$ cat config.mk
export PLATFORM = sky130hd
export DESIGN_NAME = mips_16_wb_trace
export DESIGN_NICKNAME = d
export VERILOG_FILES = /design/src/rtl/mips_16_wb_trace.sv
export SDC_FILE = /design/constraint.sdc
export NUM_CORES = 1
export LEC_CHECK = 0
export ABC_CLOCK_PERIOD_IN_PS = 3300
export BUFFER_PORTS_ARGS = -buffer_cell sky130_fd_sc_hd__buf_2
export CAP_MARGIN = 0
export CORE_ASPECT_RATIO = 0.75
export CORE_UTILIZATION = 52
export DETAILED_ROUTE_END_ITERATION = 16
export PLACE_DENSITY = 0.73
export SYNTH_ARGS = -nofsm -noshare
export SYNTH_HDL_FRONTEND = slang
export SYNTH_SLANG_ARGS = --single-unit
$ cat constraint.sdc
create_clock -name clk -period 3.3 [get_ports clk]
set_input_delay 0.825 -clock clk [delete_from_list [all_inputs] [get_ports clk]]
set_output_delay 0.825 -clock clk [all_outputs]
set_load 0.02 [all_outputs]
$ cat src/rtl/mips_16_wb_trace.sv
// mips_16_wb_trace
//   Captures WB-stage register writes from the MIPS-16 core into a small
//   FIFO of trace records that a consumer drains with a valid/ready handshake.
//   Record layout: {timestamp[34:19], dest[18:16], data[15:0]}.
//
// Configuration macro:
//   MIPS16_TRACE_TIMESTAMP_EN - when defined, a 16-bit free-running cycle
//                               counter stamps each record; when undefined
//                               the counter is omitted and bits [34:19] are 0.
//
// Ports:
//   clk            core clock
//   rst            synchronous active-high reset
//   trace_en       capture enable
//   reg_write_en   WB write strobe
//   reg_write_dest WB destination register (3 bits)
//   reg_write_data WB write data (16 bits)
//   trace_valid    head record available (registered)
//   trace_ready    consumer accepts head record
//   trace_data     head record (registered, 35 bits)
//   trace_count    FIFO occupancy, 0..DEPTH
//   overflow       sticky: at least one record dropped
//   drop_count     dropped-record count, saturates at 0xFF
//   clear_ovf      clears overflow and drop_count (a same-cycle drop wins)
module mips_16_wb_trace #(
    parameter int DEPTH = 8
) (
    input  logic                     clk,
    input  logic                     rst,
    input  logic                     trace_en,
    input  logic                     reg_write_en,
    input  logic [2:0]               reg_write_dest,
    input  logic [15:0]              reg_write_data,
    output logic                     trace_valid,
    input  logic                     trace_ready,
    output logic [34:0]              trace_data,
    output logic [$clog2(DEPTH):0]   trace_count,
    output logic                     overflow,
    output logic [7:0]               drop_count,
    input  logic                     clear_ovf
);

    localparam int AW = $clog2(DEPTH);
    localparam int CW = AW + 1;
    localparam logic [CW-1:0] FULL_CNT = CW'(DEPTH);

    logic [34:0]   mem [DEPTH];
    logic [AW-1:0] wr_ptr;
    logic [AW-1:0] rd_ptr;
    logic [15:0]   ts_now;

`ifdef MIPS16_TRACE_TIMESTAMP_EN
    logic [15:0] ts_cnt;

    // NOTE: sequential state uses non-blocking assignments so every
    // register samples the pre-edge values of the others.
    always_ff @(posedge clk) begin
        if (rst) ts_cnt <= '0;
        else     ts_cnt <= ts_cnt + 16'd1;
    end

    assign ts_now = ts_cnt;
`else
    assign ts_now = '0;
`endif

    logic          push_req;
    logic          full;
    logic          pop;
    logic          push;
    logic          drop;
    logic [34:0]   rec;
    logic [AW-1:0] rd_next;
    logic [CW-1:0] count_next;
    logic [34:0]   head_next;

    always_comb begin
        // NOTE: every signal gets a default first so no path infers a latch.
        push_req   = trace_en & reg_write_en;
        full       = (trace_count == FULL_CNT);
        pop        = trace_valid & trace_ready;
        // A full FIFO still accepts a capture when the head leaves this cycle.
        push       = push_req & (~full | pop);
        drop       = push_req & full & ~pop;
        rec        = {ts_now, reg_write_dest, reg_write_data};
        rd_next    = pop ? rd_ptr + 1'b1 : rd_ptr;
        count_next = trace_count;
        case ({push, pop})
            2'b10:   count_next = trace_count + 1'b1;
            2'b01:   count_next = trace_count - 1'b1;
            default: count_next = trace_count;
        endcase
        // The next head is either already in memory or is the record being
        // written this very edge (empty FIFO, or single entry replaced).
        head_next = '0;
        if (count_next != '0) begin
            if (push && (wr_ptr == rd_next)) head_next = rec;
            else                             head_next = mem[rd_next];
        end
    end

    // NOTE: the storage array is not reset; occupancy and pointers alone
    // decide which entries are meaningful.
    always_ff @(posedge clk) begin
        if (!rst && push) mem[wr_ptr] <= rec;
    end

    always_ff @(posedge clk) begin
        if (rst) begin
            wr_ptr      <= '0;
            rd_ptr      <= '0;
            trace_count <= '0;
            trace_valid <= 1'b0;
            trace_data  <= '0;
            overflow    <= 1'b0;
            drop_count  <= '0;
        end else begin
            if (push) wr_ptr <= wr_ptr + 1'b1;
            rd_ptr      <= rd_next;
            trace_count <= count_next;
            trace_valid <= (count_next != '0);
            trace_data  <= head_next;
            if (drop) begin
                overflow   <= 1'b1;
                // A drop coinciding with a clear restarts the count at one.
                if (clear_ovf)                drop_count <= 8'd1;
                else if (drop_count != 8'hFF) drop_count <= drop_count + 8'd1;
            end else if (clear_ovf) begin
                overflow   <= 1'b0;
                drop_count <= '0;
            end
        end
    end

endmodule

==> impl_metrics.tcl <==
set metrics [dict create \
    drv_slew 0 \
    post_cts_buffers 0 \
    top_usage_layer "met1" \
    p_per_area_nw_per_um2 683.7 \
    cts_resized 0 \
    postSynthCellCount 823 \
    fin_area_um2 10430 \
    core-area_um2 17130 \
    dp_worst_setup_slack_ns 0.1113 \
    setup_viol 0 \
    dieArea_um2 18360 \
    cts_buffers 17 \
    initial_core_util_pct 54.07 \
    port_buffers 57 \
    diodes 0 \
    worstPathMaxFanout 11 \
    synth_warnings 0 \
    pin_count 74 \
    drc 0 \
    reg2reg_depth 14 \
    grt_pass1_wl_mm 36.06 \
    hp-class "reg -> reg" \
    max_stage_delay_ns 0.52 \
    fmax_mhz 342.3 \
    finalCritPeriodShare_pct 88.54 \
    grt_max_degree 155 \
    power_frac_clock_pct 28.5 \
    switching_share_pct 34.57 \
    clk_latency_ns 0.44 \
    critPathKind "reg -> reg" \
    grt_pass1_vias 6468 \
    ant_nets 0 \
    clk_pin_slew_worst_paths_ns 0.07 \
    synthArstFlopShare_pct 0 \
    skew_ns 0.01337 \
    fillers 1376 \
    viasPerCell 6.126 \
    power_switching_uw 2464 \
    grt_antenna_before_repair 0 \
    dp_hpwl_mm 12.70 \
    overflow 0 \
    internal_power_uw 4665 \
    cts_tree "yes" \
    critPathLaunchType "register" \
    tightestPinTransition_ns 0.9504 \
    utilization_pct 60.86 \
    grt_setup_unrepaired "no" \
    cts_hold_buf 0 \
    max-clock-path-buffers 2 \
    die_h_um 117.6 \
    worstPathCellList "nor4b_4, a21oi_2, inv_2, ha_1, xor2_1, ha_1, a21oi_1, xor2_1, nor2_1, xnor2_1, and3_1, buf_12, a2111oi_2, buf_4" \
    synth_edf_count 152 \
    synth_cell_type_count 51 \
    first_iter_violations 699 \
    p_total_uw 7129 \
    cts.sinks 191 \
    wl_per_cell_um 20.70 \
    post-route-min-period_ns 2.922 \
    seq_power_share_pct 39.5 \
    grt_util_all_layers_pct 26.08 \
    critPathSlowestCell "dfxtp_1" \
    synth_ff_type "edfxtp_1" \
    holdPathStages 2 \
    drive_above_1_share_pct 20.46 \
    cp_data_arrival_time_ns 3.31 \
    ys_ff_latch 191 \
    nets 893 \
    slew_headroom_pct 36.64 \
    gr-usage-met2_pct 38.17 \
    layout_common_cells "152 x edfxtp_1, 83 x nand2_1, 75 x o21ai_0" \
    cts_root_buffer "clkbuf_16" \
    vdd_ir_drop_max_uv 542.6 \
    area_growth_pct 12.56 \
    fp.dieW_um 156.1 \
    drt_first_pass_iters 6 \
    groute.layer.met3.usage_pct 5.633 \
    worstSetupEndpointType "register" \
    htree_num_levels 4 \
    finalSetupTns_ns 0 \
    p_leak_uw 0.003647 \
    layout_commonest_cell "edfxtp_1" \
    dpl-instance-area_um2 9858 \
    syn_area_um2 9264 \
    final.setup.worst_slack_ns 0.3783 \
    routed_wl_mm 23.00 \
    use_met1_pct 38.24 \
    hold_violations 0 \
    worstPathRequired_ns 3.68 \
    maxCapViolCount 0 \
    ys_seq_area_share_pct 57.70 \
    vias 6806 \
    status "completed" \
    comb_power_share_pct 31.9 \
    rows 41 \
    syn_area_per_cell_um2 11.26 \
    gp_congestion 0.7540 \
]
[critical path: cells and delay by family (launching register included)]
family / cells / cell delay, ns
adders and majority gates: 2 / 0.43
and+or+nand+nor: 3 / 0.43
AOI/OAI and AO/OA: 3 / 0.62
xor gates and xnor gates: 3 / 0.46
buffers and inverters: 3 / 0.41
DFF: 1 / 0.52
[power by group through the flow]
stage | Clock [uW] | Combinational (uW) | Sequential, uW
floorplan | 0 | 1480 | 2970
global placement | 0 | 2200 | 2870
detailed placement | 0 | 2240 | 2870
CTS | 2050 | 2260 | 2820
global route | 2170 | 2450 | 2830
finish | 2040 | 2280 | 2820
[flip-flops by register name, indices dropped and copies added, names as in the netlist]
name	flops
wr_ptr	3
trace_count	4
rd_ptr	3
drop_count	8
trace_valid	1
mem	152
overflow	1
trace_data	19
[stage by stage]
stage / hold slack [ns] / instances
final: 0.4757 / 1111
after global routing: 0.5015 / 1111
after CTS: 0.4789 / 1111
after detailed placement: 0.4669 / 1079
after global placement: 0.4558 / 1079
after floorplan: 0.5469 / 838
[final cells by class]
cell class | count | area, um^2 | share of cell area [%]
Clock buffer | 20 | 436.7 | 4.188
Clock inverter | 12 | 132.6 | 1.272
Inverter | 42 | 160.2 | 1.536
Multi-Input combinational cell | 514 | 3352 | 32.15
Sequential cell | 191 | 5348 | 51.28
Tap cell | 236 | 295.3 | 2.832
Timing Repair Buffer | 96 | 703.2 | 6.743
[kinds of logic after synthesis]
kind of cell / share of synthesized area [%]
xor gates and xnor gates: 1.769
muxes: 0.5403
DFF: 57.70
AOI/OAI and AO/OA: 23.61
buffers and inverters: 7.536
adders and majority gates: 0.8104
and+or+nand+nor: 7.996
other: 0.04048
[cells in the mapped netlist, drive strengths merged (20+ instances only)]
| cell type | n | share of area [%] |
|---|---|---|
| a211oi | 38 | 3.1 |
| nor2 | 62 | 2.5 |
| clkbuf | 37 | 1.5 |
| a21oi | 44 | 2.4 |
| o32ai | 20 | 2.0 |
| inv | 42 | 1.7 |
| dfxtp | 39 | 8.4 |
| edfxtp | 152 | 49 |
| a221oi | 37 | 3.6 |
| buf | 54 | 4.3 |
| nand2 | 84 | 3.4 |
| o21ai | 95 | 5.1 |
| o211ai | 38 | 3.5 |
[path summary, 6_finish.rpt]
kind                    end      startpoint  slack, ns
min                overflow        overflow       0.48
min reg2reg        overflow        overflow       0.48
max          trace_data[13]  trace_count[1]       0.38
max reg2reg  trace_data[13]  trace_count[1]       0.38
[metal layers]
| metal | up-vias | wire, um |
|---|---|---|
| met4 | 0 | 401 |
| met3 | 39 | 2081 |
| met1 | 3290 | 10170 |
| li1 | 3152 | - |
| met5 | - | 0 |
| met2 | 325 | 10350 |
No activity file was read; power rests on OpenSTA's default activity.
